**src/rtl/mem_bridge_pkg.sv**
```systemverilog
`default_nettype none
// ============================================================================
// Module      : mem_bridge_pkg
// Description : Shared state type and line/beat sizing helpers for the
//               cache-line to narrow-bus burst bridge.
// Revision    : 1.0  initial release
// ============================================================================
package mem_bridge_pkg;

    typedef enum logic [1:0] {
        IDLE     = 2'd0,
        WR_BURST = 2'd1,
        RD_BURST = 2'd2,
        RD_DONE  = 2'd3
    } bridge_state_t;

    function automatic int calc_beats(input int line_size, input int bus_width);
        return (line_size * 8) / bus_width;
    endfunction

    function automatic int calc_off_width(input int line_size);
        return $clog2(line_size);
    endfunction

endpackage
`default_nettype wire

```
**src/rtl/line_wbuf.sv**
```systemverilog
`default_nettype none
// ============================================================================
// Module      : line_wbuf
// Description : One-entry posted write-back line buffer with sticky overflow.
// Revision    : 1.0  initial release
// ============================================================================
module line_wbuf
    import mem_bridge_pkg::*;
#(
    parameter int ADDR_WIDTH = 32,
    parameter int LINE_BITS  = 512
) (
    input  logic                  clk,
    input  logic                  rst_n,
    input  logic                  push,
    input  logic [ADDR_WIDTH-1:0] push_addr,
    input  logic [LINE_BITS-1:0]  push_data,
    input  logic                  pop,
    output logic                  full,
    output logic                  overflow,
    output logic [ADDR_WIDTH-1:0] addr,
    output logic [LINE_BITS-1:0]  data
);

    logic                  r_full;
    logic                  r_overflow;
    logic [ADDR_WIDTH-1:0] r_addr;
    logic [LINE_BITS-1:0]  r_data;
    logic                  w_accept;

    // A push is taken when the slot is empty or is being drained this cycle.
    assign w_accept = push & (~r_full | pop);

    always_ff @(posedge clk or negedge rst_n) begin
        if (!rst_n) begin
            r_full     <= 1'b0;
            r_overflow <= 1'b0;
            r_addr     <= '0;
            r_data     <= '0;
        end else begin
            if (w_accept) begin
                r_full <= 1'b1;
                r_addr <= push_addr;
                r_data <= push_data;
            end else if (pop) begin
                r_full <= 1'b0;
            end
            if (push && !w_accept) begin
                r_overflow <= 1'b1;
            end
        end
    end

    assign full     = r_full;
    assign overflow = r_overflow;
    assign addr     = r_addr;
    assign data     = r_data;

endmodule
`default_nettype wire

```
**src/rtl/mem_burst_bridge.sv**
```systemverilog
`default_nettype none
// ============================================================================
// Module      : mem_burst_bridge
// Description : Turns whole-line fills and posted write-backs from the cache
//               controller into beat bursts on a narrow backing-memory bus.
// Revision    : 1.0  initial release
// ============================================================================
module mem_burst_bridge
    import mem_bridge_pkg::*;
#(
    parameter int ADDR_WIDTH = 32,
    parameter int LINE_SIZE  = 64,
    parameter int BUS_WIDTH  = 32
) (
    input  logic                    clk,
    input  logic                    rst_n,
    input  logic [ADDR_WIDTH-1:0]   mem_addr,
    input  logic [LINE_SIZE*8-1:0]  mem_write_data,
    input  logic                    mem_read_en,
    input  logic                    mem_write_en,
    output logic [LINE_SIZE*8-1:0]  mem_read_data,
    output logic                    mem_ready,
    output logic                    bus_req,
    output logic                    bus_we,
    output logic [ADDR_WIDTH-1:0]   bus_addr,
    output logic [BUS_WIDTH-1:0]    bus_wdata,
    input  logic                    bus_gnt,
    input  logic                    bus_rvalid,
    input  logic [BUS_WIDTH-1:0]    bus_rdata,
    output logic                    busy,
    output logic                    wr_overflow
);

    localparam int C_BEATS      = calc_beats(LINE_SIZE, BUS_WIDTH);
    localparam int C_LINE_BITS  = LINE_SIZE * 8;
    localparam int C_OFF_W      = calc_off_width(LINE_SIZE);
    localparam int C_CNT_W      = $clog2(C_BEATS) + 1;
    localparam int C_IDX_W      = (C_BEATS > 1) ? $clog2(C_BEATS) : 1;
    localparam int C_BYTE_SHIFT = $clog2(BUS_WIDTH / 8);
    localparam logic [C_CNT_W-1:0] C_LAST_BEAT = C_CNT_W'(C_BEATS - 1);
    localparam logic [C_CNT_W-1:0] C_ALL_BEATS = C_CNT_W'(C_BEATS);

    bridge_state_t          r_state;
    bridge_state_t          w_state_next;
    logic [C_CNT_W-1:0]     r_issue_cnt;
    logic [C_CNT_W-1:0]     r_resp_cnt;
    logic [C_IDX_W-1:0]     w_issue_idx;
    logic [C_IDX_W-1:0]     w_resp_idx;
    logic [ADDR_WIDTH-1:0]  w_line_base;
    logic [ADDR_WIDTH-1:0]  r_rd_base;
    logic [ADDR_WIDTH-1:0]  w_beat_base;
    logic [ADDR_WIDTH-1:0]  w_beat_addr;
    logic [BUS_WIDTH-1:0]   r_fill [C_BEATS];
    logic [BUS_WIDTH-1:0]   w_wb_beat [C_BEATS];
    logic [C_LINE_BITS-1:0] w_fill_merged;
    logic [C_LINE_BITS-1:0] r_rd_data;
    logic                   w_wb_full;
    logic                   w_wb_pop;
    logic                   w_wb_ovf;
    logic [ADDR_WIDTH-1:0]  w_wb_addr;
    logic [C_LINE_BITS-1:0] w_wb_data;
    logic                   w_issue_more;
    logic                   w_grant;
    logic                   w_last_resp;
    logic                   w_unused;

    assign w_unused    = ^mem_addr[C_OFF_W-1:0];
    assign w_line_base = {mem_addr[ADDR_WIDTH-1:C_OFF_W], {C_OFF_W{1'b0}}};

    line_wbuf #(
        .ADDR_WIDTH (ADDR_WIDTH),
        .LINE_BITS  (C_LINE_BITS)
    ) u_wbuf (
        .clk       (clk),
        .rst_n     (rst_n),
        .push      (mem_write_en),
        .push_addr (w_line_base),
        .push_data (mem_write_data),
        .pop       (w_wb_pop),
        .full      (w_wb_full),
        .overflow  (w_wb_ovf),
        .addr      (w_wb_addr),
        .data      (w_wb_data)
    );

    // The final beat is merged straight from the bus so the line is complete
    // in the same edge that enters RD_DONE.
    for (genvar k = 0; k < C_BEATS; k++) begin : g_beat
        assign w_wb_beat[k] = w_wb_data[k*BUS_WIDTH +: BUS_WIDTH];
        assign w_fill_merged[k*BUS_WIDTH +: BUS_WIDTH] =
            (k == C_BEATS - 1) ? bus_rdata : r_fill[k];
    end

    assign w_issue_idx  = r_issue_cnt[C_IDX_W-1:0];
    assign w_resp_idx   = r_resp_cnt[C_IDX_W-1:0];
    assign w_issue_more = (r_issue_cnt < C_ALL_BEATS);
    assign w_beat_base  = (r_state == WR_BURST) ? w_wb_addr : r_rd_base;
    assign w_beat_addr  = w_beat_base + (ADDR_WIDTH'(w_issue_idx) << C_BYTE_SHIFT);
    assign w_grant      = bus_req & bus_gnt;
    assign w_wb_pop     = (r_state == WR_BURST) & bus_gnt & (r_issue_cnt == C_LAST_BEAT);
    assign w_last_resp  = (r_state == RD_BURST) & bus_rvalid & (r_resp_cnt == C_LAST_BEAT);

    always_ff @(posedge clk or negedge rst_n) begin
        if (!rst_n) begin
            r_state <= IDLE;
        end else begin
            r_state <= w_state_next;
        end
    end

    // A write pulse seen in IDLE wins over a held read so a fill of the same
    // line observes the written-back data.
    always_comb begin
        w_state_next = r_state;
        case (r_state)
            IDLE: begin
                if (w_wb_full || mem_write_en) begin
                    w_state_next = WR_BURST;
                end else if (mem_read_en) begin
                    w_state_next = RD_BURST;
                end
            end
            WR_BURST: if (w_wb_pop)    w_state_next = IDLE;
            RD_BURST: if (w_last_resp) w_state_next = RD_DONE;
            RD_DONE:                   w_state_next = IDLE;
            default:                   w_state_next = IDLE;
        endcase
    end

    always_comb begin
        bus_req   = 1'b0;
        bus_we    = 1'b0;
        bus_addr  = '0;
        bus_wdata = '0;
        mem_ready = 1'b0;
        case (r_state)
            WR_BURST: begin
                bus_req   = 1'b1;
                bus_we    = 1'b1;
                bus_addr  = w_beat_addr;
                bus_wdata = w_wb_beat[w_issue_idx];
            end
            RD_BURST: begin
                if (w_issue_more) begin
                    bus_req  = 1'b1;
                    bus_addr = w_beat_addr;
                end
            end
            RD_DONE:  mem_ready = 1'b1;
            default: ;
        endcase
    end

    always_ff @(posedge clk or negedge rst_n) begin
        if (!rst_n) begin
            r_issue_cnt <= '0;
            r_resp_cnt  <= '0;
            r_rd_base   <= '0;
            r_rd_data   <= '0;
            for (int k = 0; k < C_BEATS; k++) begin
                r_fill[k] <= '0;
            end
        end else begin
            case (r_state)
                IDLE: begin
                    r_issue_cnt <= '0;
                    r_resp_cnt  <= '0;
                    if (w_state_next == RD_BURST) begin
                        r_rd_base <= w_line_base;
                    end
                end
                WR_BURST: begin
                    if (w_grant) begin
                        r_issue_cnt <= r_issue_cnt + 1'b1;
                    end
                end
                RD_BURST: begin
                    if (w_grant) begin
                        r_issue_cnt <= r_issue_cnt + 1'b1;
                    end
                    if (bus_rvalid && (r_resp_cnt < C_ALL_BEATS)) begin
                        r_fill[w_resp_idx] <= bus_rdata;
                        r_resp_cnt         <= r_resp_cnt + 1'b1;
                    end
                    if (w_last_resp) begin
                        r_rd_data <= w_fill_merged;
                    end
                end
                default: ;
            endcase
        end
    end

    assign mem_read_data = r_rd_data;
    assign busy          = (r_state != IDLE) | w_wb_full;
    assign wr_overflow   = w_wb_ovf;

endmodule
`default_nettype wire

```
**config.mk**
```make
export PLATFORM = sky130hd
export DESIGN_NAME = mem_burst_bridge
export DESIGN_NICKNAME = d
export VERILOG_FILES = /design/src/rtl/mem_bridge_pkg.sv /design/src/rtl/line_wbuf.sv /design/src/rtl/mem_burst_bridge.sv
export SDC_FILE = /design/constraint.sdc
export NUM_CORES = 2
export LEC_CHECK = 0
export ABC_AREA = 1
export BUFFER_PORTS_ARGS = -buffer_cell sky130_fd_sc_hd__buf_2
export CAP_MARGIN = 20
export CORE_AREA = 5 5 448 450
export DETAILED_ROUTE_END_ITERATION = 10
export DIE_AREA = 0 0 453 455
export HOLD_SLACK_MARGIN = 0.08
export PLACE_DENSITY = 0.56
export SLEW_MARGIN = 25
export SYNTH_ARGS = -nofsm -noshare
export SYNTH_HDL_FRONTEND = slang
export SYNTH_HIERARCHICAL = 1
export SYNTH_SLANG_ARGS = --single-unit
```
**constraint.sdc**
```tcl
create_clock -name clk -period 3 [get_ports clk]
set_clock_uncertainty 0.2 [all_clocks]
set_input_delay 0.15 -clock clk [delete_from_list [all_inputs] [get_ports clk]]
set_output_delay 0.15 -clock clk [all_outputs]
set_load 0.01 [all_outputs]
```
### Yosys cells after proc, flatten, opt, wreduce, memory -nomap -nowiden

Index checks and enable logic that the tools add are counted.

| storage, ports and cells | value |
|---|---|
| bits in registers | 1602 |
| bits of input ports | 582 |
| output and inout bits | 581 |

| cells by class | value |
|---|---|
| add/subtract/negate cells | 3 |
| $lt $le $gt $ge | 5 |
| eq/ne operators | 8 |
| multiplexer cells | 25 |
| bitwise gates (word level) | 11 |
| reductions and logical operators | 16 |

Operators by type and width:

| cell | number |
|---|---|
| bitwise mux 512 bit | 1 |
| two-way mux 32 bit | 6 |
| binary-select mux 32 bit (select 4 bit) | 1 |
| demux 32 bit (select 4 bit) | 1 |
| case mux 32 bit (2 select lines) | 1 |
| adder 32 x 6 -> 32 bit | 1 |
| case mux 5 bit (2 select lines) | 2 |
| adder 5 x 1 -> 5 bit (second input constant) | 2 |
| == test 5 x 4 -> 1 bit (second input constant) | 2 |
| >= comparator 5 bit (second input constant) | 2 |
| < comparator 5 bit (second input constant) | 2 |
| two-way mux 5 bit | 2 |
| NOT 4 -> 5 bit | 2 |
| AND reduction 2 bit | 5 |
| two-way mux 2 bit | 4 |
| case mux 2 bit (4 select lines) | 1 |
| nonzero test 2 bit | 4 |
| bitwise AND 1 bit | 6 |
| == test 2 bit (second input constant) | 3 |
| < comparator 5 x 1 -> 1 bit (second input constant) | 1 |
| two-way mux 1 bit | 5 |
| inequality test 2 x 1 -> 1 bit (second input constant) | 2 |
| logical AND 1 bit | 3 |
| == test 2 x 1 -> 1 bit (second input constant) | 1 |
| other kinds (7) | 8 |

### Logic depth before layout (Yosys ltp)

| logic depth | value |
|---|---|
| depth after elaboration | 7 |
| depth in mapped cells | 21 |
| gate-level depth less buffers | 18 |

### Hierarchy

Netlist, hierarchy kept.

By module, submodules not included:

| module | times used | cells an instance | area an instance (um^2) | seq. area each (um^2) |
|---|---|---|---|---|
| mem_burst_bridge | 1 | 4299 | 44217.4 | 25774.7 |
| line_wbuf | 1 | 2365 | 21369.2 | 13663.1 |

### Worst setup path after synthesis

Ideal clock, no wire load.

| path | value |
|---|---|
| path kind | register -> output |
| from | register r_state[1] |
| to | output port bus_addr[16] |
| arrival | 2780 ps |
| slack | -130 ps |
| stages on the path, launching flop included | 21 |
| path through | dfrtp_1 inv_1 ha_1 buf_6 buf_12 buf_6 nand2_1 inv_1 ha_1 inv_1 fa_1 inv_1 nand2_1 nand2_1 nand2_1 nor2_4 nand2_2 nor2_4 buf_6 o21ai_1 a21oi_1 |

| between the ends | value |
|---|---|
| cells in the longest elaborated chain, start to end | 5 |
| elaborated cells between the ends (all ways) | 6 |
| classes of those cells | add/sub (1); eq/ne (2); mux (3) |

RTL lines:

| element | RTL line | text |
|---|---|---|
| start: declaration | mem_burst_bridge.sv:43 | `bridge_state_t r_state;` |
| start signal: assignment | mem_burst_bridge.sv:107 | `r_state <= w_state_next;` |
| == test 2 x 1 -> 1 bit | mem_burst_bridge.sv:97, mem_burst_bridge.sv:136 |  |
| two-way mux 32 bit | mem_burst_bridge.sv:97 | `assign w_beat_base = (r_state == WR_BURST) ? w_wb_addr : r_rd_base;` |
| adder 32 x 6 -> 32 bit | mem_burst_bridge.sv:98 | `assign w_beat_addr = w_beat_base + (ADDR_WIDTH'(w_issue_idx) << C_BYTE_SHIFT);` |
| two-way mux 32 bit | mem_burst_bridge.sv:144 | `if (w_issue_more) begin` |
| case mux 32 bit (2 select lines) * | mem_burst_bridge.sv:136 | `case (r_state)` |
| end: declaration | mem_burst_bridge.sv:25 | `output logic [ADDR_WIDTH-1:0] bus_addr,` |

Mark *: on every way between the ends. The rest lies on a longest branch, timed or not.

### Worst setup path in the final report

| path | value |
|---|---|
| from | register r_state[1] |
| to | output port bus_addr[18] |

The elaborated chain is that of the path after synthesis.

==> impl_results.md <==
- DR vias: 62,800
- DP Worst Slack: approximately 0.060 ns
- Hold Slack: around 0.11 ns
- Via count of the first global-routing pass: 62,700
- Fin cells: 12,000
- CTS H-tree depth: 4
- WL/cell: around 26 µm
- Family with the most delay on the worst path: buffers and inverters
- Initial Util: about 33%
- Longest Clk Path Bufs: 3
- Area Growth Syn to Fin: 51.6%
- Status: finished with violations
- Share of cells above drive strength 1: 31.0%
- Worst Tran Pin Value: 1.08 ns
- CTS tree: done
- Relative slew slack: 28.0%
- Min-Delay Path Class: in2reg
- FF-to-FF setup slack: 0.09 ns
- Max-slew violations: 0
- Die width: 453 µm
- Maximum VDD drop: 0.000513 V
- Initial antenna violation count: 48
- CTS Buf Count: 170
- Slowest cell on crit path: dfrtp_1
- Cells after Synth: about 6,700
- First-pass GRT wire length: 431 mm
- Setup violators final: 62
- CP max FO: 3
- Unrepaired setup endpoints after global routing: true
- Row Count: around 160
- Ys Warns: 6
- WP data required: 2.65 ns
- GR Overflow Total: 0
- Syn_area_per_cell: 9.84 µm²
- Final wirelength: between 300 and 400 mm
- 1st-iter DRT viols: 6,467
- Critical-path cell list: inv_2, ha_4, nand2_2, inv_2, ha_4, inv_2, fa_2, inv_2, nand2_2, nand2_2, nand2_4, nor2_4, buf_4, buf_6, nand2_2, inv_2, nand3_2, a21oi_2, buf_2
- Number of max-cap violations: 0
- Ys flop type: dfrtp_1
- Sinks on Clock Net: 1,576
- Placed Instance Area: between 70,000 and 80,000 µm²
- CP most frequent cell: inv_2
- GP Congestion: a little over 0.9
- Post-synth EDFFs: 0
- Fin nets: 9,785
- Setup ws final: -0.533 ns
- Placed Cells: 10,300
- Critical path type: reg2out
- Ys async rst share: 100%
- Fin crit share: 118%
- Iteration count of the initial detailed-routing pass: 7
- Root buf cell: clkbuf_16
- Post-Syn Area: 65,600 µm²
- Vias per cell: 5.23
- Die area: 206,000 µm²
- Antenna viol nets, final: 0
- Core area: between 150,000 and 200,000 µm²
- Port Buffers: 1,156
- Die height: 455 µm
- Failing checks: negative setup slack
- Sequential share of the synthesized area: about 60%
- Critical Path Start Type: register
- PwrDens: 653 nW/µm²
- P_leak: 50.0 nW
- Flop and latch count out of synthesis: 1,576
- CTS clock-pin slew for the worst setup and hold paths: 0.05 ns
- Post-synthesis cell type count: 46
- Residual DRC: 0
- CP peak stage delay: about 0.4 ns
- Fmax: 283 MHz
- Arr. time, crit path: 3.18 ns
- Worst path bufs/invs: 8
- Element type at the critical path end: output port
- Largest net degree at the start of global routing: 116
- Clock latency on the worst-skew pair: about 0.81 ns
- Final hold vios: 0
- Cell area after layout: approximately 100,000 µm²
- Final min period: 3.53 ns
- Tot GR Track Use: roughly 28%
- Setup TNS Final: -21.56 ns
- IO Pins: 1,163
- Post-DP HPWL: 190 mm
cells in the final DEF (no fill, tap or decap), drive strengths merged, types with 41 or more instances in the layout:
master | synthesis | layout
diode | 0 | 41
o211ai | 64 | 64
nand3 | 594 | 594
clkbuf | 206 | 282
mux2 | 480 | 480
o21ai | 831 | 831
buf | 284 | 1661
o22ai | 69 | 69
nor2 | 404 | 405
dfrtp | 1576 | 1576
nand2 | 1902 | 1902
dlygate4sd3 | 0 | 1137
inv | 144 | 150
state kept, by name, indices dropped and copies added, names as in the netlist:
| name | cells |
|---|---|
| r_rd_base | 26 |
| u_wbuf/full | 1 |
| r_resp_cnt | 5 |
| r_fill | 480 |
| u_wbuf/overflow | 1 |
| u_wbuf/addr | 32 |
| r_state | 2 |
| u_wbuf/data | 512 |
| mem_read_data | 512 |
| r_issue_cnt | 5 |
logic make-up (layout without fill, tap and decap cells):
kind of cell / Yosys count / count (layout) / synth area share (%)
AO/OA/AOI/OAI: 1018 / 1018 / 8.27
XOR/XNOR: 1 / 1 / 0.0134
flip-flops: 1576 / 1576 / 60.1
adder cells (fa/ha/maj): 18 / 18 / 0.355
AND/OR/NAND/NOR: 2932 / 2933 / 18.6
other: 1 / 47 / 0.00572
multiplexers: 481 / 481 / 8.26
buffers and inverters: 637 / 3282 / 4.41
Yosys cell counts, types with 2 or more instances:
master / n / area, µm²
a21oi_1: 24 / 120
a31oi_1: 25 / 156
buf_1: 16 / 60.1
buf_2: 228 / 1140
buf_4: 29 / 218
buf_6: 8 / 90.1
buf_8: 2 / 30.0
clkbuf_1: 206 / 773
clkinv_1: 2 / 7.51
dfrtp_1: 1576 / 39400
ha_1: 17 / 213
inv_1: 142 / 533
mux2_2: 480 / 5410
nand2_1: 1870 / 7020
nand2_2: 31 / 194
nand3_1: 591 / 2960
nand3_2: 3 / 30.0
nand4_1: 8 / 50.1
nand4_2: 8 / 100
nand4_4: 7 / 149
nor2_1: 386 / 1450
nor2_2: 11 / 68.8
nor2_4: 6 / 67.6
nor3_1: 4 / 20.0
nor3b_1: 4 / 30.0
o211ai_1: 64 / 480
o21a_1: 2 / 15.0
o21ai_0: 783 / 3920
o21ai_1: 42 / 210
o21ai_2: 5 / 43.8
o22ai_1: 69 / 432
worst reg2reg max path, delay by kind of cell, from the launching register on:
| family | cells | cell delay, ns |
|---|---|---|
| AND/OR/NAND/NOR | 5 | 0.41 |
| adder cells (fa/ha/maj) | 2 | 0.36 |
| flip-flops | 1 | 0.51 |
| buffers and inverters | 7 | 1.33 |
final timing paths:
check / startpoint / to / cells after the start
min in group asynchronous: rst_n / mem_read_data[488]$_DFFE_PN0P_ / 4
worst min register to register: u_wbuf/data[300]$_DFFE_PN0P_ / u_wbuf/data[300]$_DFFE_PN0P_ / 2
worst max register to register: r_issue_cnt[0]$_DFFE_PN0P_ / u_wbuf/data[243]$_DFFE_PN0P_ / 14
worst min-delay path: mem_write_data[474] / u_wbuf/data[474]$_DFFE_PN0P_ / 4
max in group asynchronous: rst_n / u_wbuf/data[109]$_DFFE_PN0P_ / 4
worst max-delay path: r_state[1]$_DFF_PN0_ / bus_addr[18] / 19
area by class of cell:
| class | instances | area (µm²) |
|---|---|---|
| Inverter | 147 | 627 |
| Timing Repair inverter | 6 | 72.6 |
| Clock inverter | 43 | 691 |
| Antenna cell | 41 | 103 |
| Clock buffer | 259 | 5050 |
| Fill cell | 17300 | 96800 |
| Tap cell | 2640 | 3300 |
| Sequential cell | 1576 | 39400 |
| Multi-Input combinational cell | 4457 | 25600 |
| Timing Repair Buffer | 2827 | 24600 |
power breakdown:
group / leakage, nW / switching, mW / internal [mW]
combinational: 25.9 / 11.4 / 8.99
sequential: 21.3 / 0.733 / 22.2
clock: 2.82 / 9.05 / 12.6
total: 50.0 / 21.1 / 43.8
metrics by stage:
| step | power (mW) | utilization (%) |
|---|---|---|
| after floorplan | 28.2 | - |
| after global placement | 34.5 | 38.7 |
| after detailed placement | 34.6 | 38.7 |
| after CTS | 62.7 | 49.4 |
| after global routing | 67.1 | 50.7 |
| final | 64.9 | 50.7 |
repair_timing:
action | 4_1_cts | 5_1_grt
gates resized for setup | 478 | 405
hold endpoints to repair | 2782 | 0
pin swaps | 136 | 205
setup buffers | 93 | 94
gates cloned | 44 | 25
hold buffers | 1143 | 0
setup endpoints to repair | 64 | 131
per-layer routing:
layer / GRT usage (%) / part of all wire [%] / up-vias
met3: 5.80 / 7.1 / 1167
li1: - / - / 27200
met5: 0 / 0.031 / -
met1: 32.5 / 36 / 31000
met4: 18.4 / 8.4 / 16
met2: 48.1 / 49 / 3452
Power figures use the tool's default switching activity.
